===== config.mk =====
export PLATFORM = sky130hd
export DESIGN_NAME = uart_tx_sched
export DESIGN_NICKNAME = d
export VERILOG_FILES = /design/src/rtl/uart_tx_sched.sv
export SDC_FILE = /design/constraint.sdc
export NUM_CORES = 1
export LEC_CHECK = 0
export CAP_MARGIN = 30
export CORE_AREA = 2 2 52 54
export CTS_CLUSTER_SIZE = 12
export DETAILED_ROUTE_END_ITERATION = 10
export DIE_AREA = 0 0 54 56
export DONT_BUFFER_PORTS = 1
export SLEW_MARGIN = 20
export SYNTH_ARGS = -nofsm -noshare
export SYNTH_HDL_FRONTEND = slang
export SYNTH_SLANG_ARGS = --single-unit

===== constraint.sdc =====
create_clock -name clk -period 4.7 [get_ports clk]
set_clock_uncertainty 0.1 [all_clocks]
set_input_delay 0.94 -clock clk [delete_from_list [all_inputs] [get_ports clk]]
set_output_delay 0.94 -clock clk [all_outputs]
set_load 0.02 [all_outputs]

===== src/rtl/uart_tx_sched.sv =====
`default_nettype none
// ----------------------------------------------------------------------------
// Module  : uart_tx_sched
// Brief   : Shares one uart_TX between a byte source (A) and a 2-byte word
//           source (B, low byte first). Define UART_TX_SCHED_RR_EN for
//           round-robin tie-breaking; otherwise A has fixed priority.
// Revision: 1.0
// ----------------------------------------------------------------------------
module uart_tx_sched #(
  parameter int DATA_W = 8
) (
  input  logic                  clk,
  input  logic                  rst,
  input  logic                  req_a,
  input  logic [DATA_W-1:0]     data_a,
  output logic                  ack_a,
  input  logic                  req_b,
  input  logic [2*DATA_W-1:0]   data_b,
  output logic                  ack_b,
  input  logic                  par_en_cfg,
  input  logic                  par_type_cfg,
  input  logic                  tx_busy,
  output logic [DATA_W-1:0]     p_data,
  output logic                  data_valid,
  output logic                  par_en,
  output logic                  par_type,
  output logic                  sched_busy
);

  typedef enum logic [1:0] {
    ST_IDLE   = 2'd0,
    ST_LOAD   = 2'd1,
    ST_WAIT_H = 2'd2,
    ST_WAIT_L = 2'd3
  } state_t;

  state_t                state_q, state_d;
  logic [2*DATA_W-1:0]   hold_q, hold_d;
  logic                  idx_q, idx_d;
  logic                  is_b_q, is_b_d;
  logic                  par_en_q, par_en_d;
  logic                  par_type_q, par_type_d;
  logic                  ack_a_q, ack_a_d;
  logic                  ack_b_q, ack_b_d;
  logic                  grant;
  logic                  grant_b;

  assign grant = (state_q == ST_IDLE) && (req_a || req_b) && !tx_busy;

`ifdef UART_TX_SCHED_RR_EN
  logic last_b_q, last_b_d;

  // On a tie the requester that was not granted last wins.
  assign grant_b  = req_b && (!req_a || !last_b_q);
  assign last_b_d = grant ? grant_b : last_b_q;

  always_ff @(posedge clk or negedge rst) begin
    if (!rst) begin
      last_b_q <= 1'b1;
    end else begin
      last_b_q <= last_b_d;
    end
  end
`else
  assign grant_b = req_b && !req_a;
`endif

  always_comb begin
    state_d    = state_q;
    hold_d     = hold_q;
    idx_d      = idx_q;
    is_b_d     = is_b_q;
    par_en_d   = par_en_q;
    par_type_d = par_type_q;
    ack_a_d    = 1'b0;
    ack_b_d    = 1'b0;
    case (state_q)
      ST_IDLE: begin
        if (grant) begin
          state_d    = ST_LOAD;
          hold_d     = grant_b ? data_b : {{DATA_W{1'b0}}, data_a};
          is_b_d     = grant_b;
          idx_d      = 1'b0;
          par_en_d   = par_en_cfg;
          par_type_d = par_type_cfg;
          ack_a_d    = !grant_b;
          ack_b_d    = grant_b;
        end
      end
      ST_LOAD:   state_d = ST_WAIT_H;
      ST_WAIT_H: if (tx_busy) state_d = ST_WAIT_L;
      ST_WAIT_L: begin
        if (!tx_busy) begin
          // Second pass of a word sends the high byte without re-arbitrating.
          if (is_b_q && !idx_q) begin
            idx_d   = 1'b1;
            state_d = ST_LOAD;
          end else begin
            state_d = ST_IDLE;
          end
        end
      end
      default: state_d = ST_IDLE;
    endcase
  end

  always_ff @(posedge clk or negedge rst) begin
    if (!rst) begin
      state_q    <= ST_IDLE;
      hold_q     <= '0;
      idx_q      <= 1'b0;
      is_b_q     <= 1'b0;
      par_en_q   <= 1'b0;
      par_type_q <= 1'b0;
      ack_a_q    <= 1'b0;
      ack_b_q    <= 1'b0;
    end else begin
      state_q    <= state_d;
      hold_q     <= hold_d;
      idx_q      <= idx_d;
      is_b_q     <= is_b_d;
      par_en_q   <= par_en_d;
      par_type_q <= par_type_d;
      ack_a_q    <= ack_a_d;
      ack_b_q    <= ack_b_d;
    end
  end

  assign p_data     = idx_q ? hold_q[2*DATA_W-1:DATA_W] : hold_q[DATA_W-1:0];
  assign data_valid = (state_q == ST_LOAD);
  assign sched_busy = (state_q != ST_IDLE);
  assign par_en     = par_en_q;
  assign par_type   = par_type_q;
  assign ack_a      = ack_a_q;
  assign ack_b      = ack_b_q;

endmodule
`default_nettype wire


==> results.md, run 1 <==
- Status: finished, final reports clean
- Via density: 6.26
- Leak pwr: about 0.00058 uW
- Max Cap Violations: 0
- Int Power: 475 uW
- # clock sinks: 24
- Sw frac: between 30% and 40%
- Synth cell types: 26
- Clock Tree Root: clkbuf_4
- CP top delay family: flip-flops
- Worst slew pin tran: 794 ps
- Met3 Use GR: 4.03%
- Place WS: 2340 ps
- Most frequent cells in the layout: dfrtp_1 (24), a22o_1 (9), mux2_2 (8), and3_1 (8), a221o_1 (8)
- Num CTS Buffers: 3
- Remaining global-route overflow: 0
- Initial DRC count: 13
- Remaining DRCs: 0
- Vias: 757
- Fin nets: approximately 130
- Combinational share of power: between 40% and 50%
- Count of state elements after synthesis: 24
- # IOs: 45
- FP Rows: 18
- Post-CTS Hold Buffers: 0
- Share of layout cells above drive strength 1: 15.4%
- Register area share after synthesis: 50.8%
- Die width: 54 um
- Setup TNS: 0 ps
- CP bufs+invs: 0
- Global-route wire length before repair: 3730 um
- Critical Path Max Stage Delay: 660 ps
- CP endpoint kind: primary output
- Clock transition at path regs: between 100 and 150 ps
- Syn avg cell area: 12.6 um2
- Syn_nets: 130
- Clock power share: a little over a tenth
- Die Ht: 56 um
- Skew-Pair Late Insertion Delay: 300 ps
- H-tree levels: 1
- Worst-path fanout max: 11
- TritonCTS clock tree: built
- Setup ws final: 2250 ps
- Compound-Gate Fraction of Synth Area: 19.0%
- All-layer global routing usage: 16.6%
- Post-synthesis xor/xnor area fraction: 0%
- Setup bufs post-CTS: 0
- First-pass DRT Iterations: 4
- Simple-gate share of the synthesized area: 8.89%
- Max-slew violation count: 0
- Final Hold Fails: 0
- Post-synthesis cell count: 94
- Initial antenna violation count: 0
- Setup crit start kind: register
- P per Cell Area: 647 nW/um2
- CP Class: register to primary output
- DRT Wirelength: 2330 um
- Routed length per instance: 19.2 um
- Critical Path RT: ~3700 ps
- # fillers: 228
- Unrepaired setup endpoints after global routing: no
- Layout area overhead: 1.48%
- Post-CTS sizing: 0
- Flop pwr share: a little under half
- Final Setup Violations: 0
- Hold WC Path Type: primary input to async pin
- Tmin final: 2450 ps
- Worst path cell trace: mux2_2
- Largest family of logic cells by synthesized area: compound AO/OA/AOI/OAI gates
- Gpl congestion: about 0.76
- Largest net degree at the start of global routing: 25
- Port bufs: 0
- Switching pwr: 302 uW
- Slowest cell on crit path: dfrtp_1
- CTS max path bufs: 2
- Period utilization: between 50% and 60%
- HPWL Detailed: between 1500 and 2000 um
- DRT antenna net count: 0
- Number of global-route vias before repair: 769
- F_max: between 400 and 500 MHz
- Syn. warnings: 0
- Met2 Use GR: 24.0%
- Antenna diodes: 0
- Met1 Use GR: 24.0%
- Grt peak-use layer: met2
- Slew headroom: 47.1%
- Worst EP arrival: 1410 ps
- Core area: around 2400 um2
- VDD IR max: 0.305 mV
- Adder-cell share of the synthesized area: 5.29%
- Initial Utilization: 48.6%
- Die ar.: 3020 um2
- Synth Cell Area: 1180 um2
- Multiplexer area fraction after synthesis: 10.8%
- Commonest non-fill, non-tap cell in the layout: dfrtp_1
power groups by stage:
stage | Combinational [uW] | Sequential (uW) | Clock [uW]
floorplan | 300 | 349 | 0
global route | 351 | 385 | 99.9
detailed placement | 323 | 376 | 0
finish | 323 | 371 | 83.1
CTS | 326 | 371 | 90.1
global placement | 312 | 375 | 0
sequential cells by signal, summed over array words and instances, names as in the netlist:
register  cells
ack_b         1
state_q       2
ack_a         1
par_type      1
par_en        1
idx_q         1
hold_q       16
is_b_q        1
final timing paths:
path | start | endpoint | slack [ps] | cells after the start
min in group clk | hold_q[8] | hold_q[8] | 410 | 1
min | rst | hold_q[10] | 220 | 0
max in group asynchronous | rst | hold_q[0] | 4210 | 0
max | idx_q | p_data[2] | 2250 | 1
min reg2reg | hold_q[8] | hold_q[8] | 410 | 1
max reg2reg | state_q[1] | hold_q[3] | 2360 | 5
through the flow:
step	power (uW)	hold WS, ps	util [%]	instance area (um2)	cells
after floorplan	649	360	-	1180	94
after global placement	687	377	48.4	1180	118
after detailed placement	699	385	48.4	1180	118
after CTS	786	202	49.3	1200	121
after global routing	836	175	49.3	1200	121
final	777	217	49.3	1200	121
routing by layer:
metal	vias to the layer above	routed length, um
met4	0	15
li1	355	-
met3	2	155
met5	-	0
met1	380	1080
met2	20	1070
kinds of logic after synthesis:
kind of cell / Yosys count
adder cells (fa/ha/maj): 5
AND/OR/NAND/NOR: 17
AO/OA/AOI/OAI: 26
flip-flops: 24
buffers and inverters: 11
multiplexers: 11
synth_stat cells:
library cell	instances	area (um2)
and3b_1	1	8.76
or3b_1	1	8.76
a311oi_1	1	8.76
a22o_1	9	78.8
ha_1	5	62.6
mux2_2	8	90.1
buf_2	1	5.00
nor2_1	4	15.0
nor2b_2	1	8.76
mux2_4	1	15.0
nand3b_1	1	7.51
buf_8	1	15.0
mux2_1	2	22.5
o21ai_2	1	8.76
a21oi_1	1	5.00
buf_6	1	11.3
dfrtp_1	24	601
clkbuf_1	3	11.3
a31oi_1	2	12.5
o211ai_1	2	15.0
a32oi_1	1	8.76
and2_1	1	6.26
o31ai_1	1	7.51
a221o_1	8	80.1
inv_1	5	18.8
and3_1	8	50.1
layout make-up:
class,instances,area (um2),share of cell area (%)
clock buffer,3,22.5,1.88
inverter,5,18.8,1.56
multi-input combinational,59,520,43.4
sequential,24,601,50.1
tap,30,37.5,3.13
Power figures use the tool's default switching activity.
==> run 2, diff against run 1 <==
--- a/config.mk
+++ b/config.mk
@@ -11,6 +11,7 @@
 export DETAILED_ROUTE_END_ITERATION = 10
 export DIE_AREA = 0 0 54 56
 export DONT_BUFFER_PORTS = 1
+export PLACE_DENSITY = 0.66
 export SLEW_MARGIN = 20
 export SYNTH_ARGS = -nofsm -noshare
 export SYNTH_HDL_FRONTEND = slang
==> constraint.sdc (replaced) <==
create_clock -name clk -period 2.2 [get_ports clk]
set_clock_uncertainty 0.1 [all_clocks]
set_input_delay 0.44 -clock clk [delete_from_list [all_inputs] [get_ports clk]]
set_output_delay 0.44 -clock clk [all_outputs]
set_load 0.02 [all_outputs]
==> run 2 against run 1 <==
  * The run now ends with hold timing left
  * Non-clock buffer count increased by 5
  * Critical path depth grew 4
  * Utilization rose by 2.7 points
  * Sequential share of layout area shrank 2.6 points
  * Critical endpoint is now par_en
  * Highest routed layer unchanged
==> results.md, run 2 (synthesis results as in run 1) <==
- Layout area overhead: 6.98%
- Routed length per instance: 19.5 um
- Slowest cell on crit path: dfrtp_1
- Fin nets: between 100 and 150
- Worst path cell trace: inv_1 > ha_1 > nor2b_2 > o21ai_2 > mux2_1
- F_max: 498 MHz
- Hold WC Path Type: primary input to async pin
- Commonest non-fill, non-tap cell in the layout: dfrtp_1
- Final Hold Fails: 19
- Setup TNS: 0 ps
- Critical Path Max Stage Delay: 470 ps
- Vias: 805
- Die ar.: a little over 3000 um2
- Die Ht: 56 um
- VDD IR max: 0.722 mV
- Setup ws final: 193 ps
- Most frequent cells in the layout: dfrtp_1 (24), a22o_1 (9), mux2_2 (8), and3_1 (8), a221o_1 (8)
- Crit path launch: state_q[1]
- Post-CTS sizing: 0
- Place WS: 209 ps
- Period utilization: about nine tenths
- Max Cap Violations: 0
- CP Class: register to register
- # fillers: 216
- Final core occ: 52.0%
- Clock transition at path regs: ~140 ps
- Leak pwr: 0.000618 uW
- Worst R2R Path Depth: 5
- Port bufs: 0
- DRT antenna net count: 0
- First-pass DRT Iterations: 4
- FP Rows: 18
- Skew-Pair Late Insertion Delay: 310 ps
- Max-slew violation count: 0
- Initial Utilization: 48.6%
- Worst-path fanout max: 18
- Share of layout cells above drive strength 1: between 20% and 30%
- DRT Wirelength: 2480 um
- Gpl congestion: 0.763
- Worst slew pin tran: 766 ps
- # IOs: 45
- Largest registers: hold_q x16, state_q x2
- CTS max path bufs: 2
- Antenna diodes: 0
- Initial antenna violation count: 0
- Num CTS Buffers: 3
- Initial DRC count: 11
- H-tree levels: 1
- Via density: around 6.3
- Area occupied by registers: 601 um2
- P per Cell Area: 1450 nW/um2
- TritonCTS clock tree: built
- Die width: roughly 54 um
- Worst EP arrival: 2110 ps
- Multi-input logic area: 520 um2
- Clock Tree Root: clkbuf_4
- Global-route wire length before repair: 3870 um
- Critical Path RT: 2300 ps
- All-layer global routing usage: 17.4%
- Register name with the most flops: hold_q
- Number of global-route vias before repair: around 790
- R2R Path Start: state_q[1]
- CP endpoint kind: register
- Unrepaired setup endpoints after global routing: no
- Tmin final: 2010 ps
- Max reg flops: 16
- Setup crit start kind: register
- Remaining global-route overflow: 0
- Status: finished, violations left
- Violated checks: hold timing
- Final Setup Violations: 0
- Final Power: 1840 uW
- # clock sinks: 24
- Remaining DRCs: 0
- Largest net degree at the start of global routing: 25
- Core area: approximately 2400 um2
- HPWL Detailed: 1760 um
- Min Hold Slack: -14.7 ps
- Slew headroom: a little under 50%
## run 2: cell types whose count changed in the layout (fill, tap and decap cells not counted), sizes merged
cell,previous run,this run
buf,0,5
bufinv,0,1
## run 2: where the power goes
part           leakage (uW)  switching, uW  total [uW]  internal [uW]
Clock             0.0000279            132         316            184
Sequential         0.000307            167         794            627
Combinational      0.000283            387         725            338
Total              0.000618            687        1840           1150
## run 2: final timing paths
path                             end  slack, ps
min reg2reg                hold_q[9]        410
max                           par_en        190
min in group clk           hold_q[9]        160
max in group asynchronous   par_type       1650
min                        hold_q[9]        -10
max reg2reg                   par_en        190
## run 2: layout make-up
cell class | instances | area share (%)
Multi-Input combinational cell | 59 | 41.1
Timing Repair Buffer | 5 | 2.77
Tap cell | 30 | 2.97
Clock buffer | 3 | 1.78
Sequential cell | 24 | 47.5
Inverter | 5 | 1.48
Clock inverter | 1 | 2.37
## run 2: worst max-delay path: cells and delay by family (launching register included)
family                     cells  cell delay [ps]
adders and majority gates      1              220
buffers and inverters          1              130
and+or+nand+nor                1              300
muxes                          1              390
AOI/OAI and AO/OA              1              280
DFF                            1              470
## run 2: timing repair
| action | CTS | global route |
|---|---|---|
| hold buffers | 1 | 0 |
| buffers inserted | 0 | 0 |
| endpoints found under the hold margin | 24 | 0 |
## run 2: through the flow
step                instance area (um2)  hold slack, ps  cells
floorplan                          1180            44.4     94
global route                       1260            12.4    127
global placement                   1210            44.9    122
CTS                                1270             142    127
finish                             1260           -14.7    127
detailed placement                 1210            44.9    122
## run 2: layer usage
metal	part of all wire, %	GRT usage [%]	vias to the layer above	routed length [um]
li1	-	-	367	-
met1	44	24.2	403	1080
met2	46	26.0	31	1140
met3	9.3	5.38	4	230
met4	1.1	4.29	0	27
met5	0	0	-	0
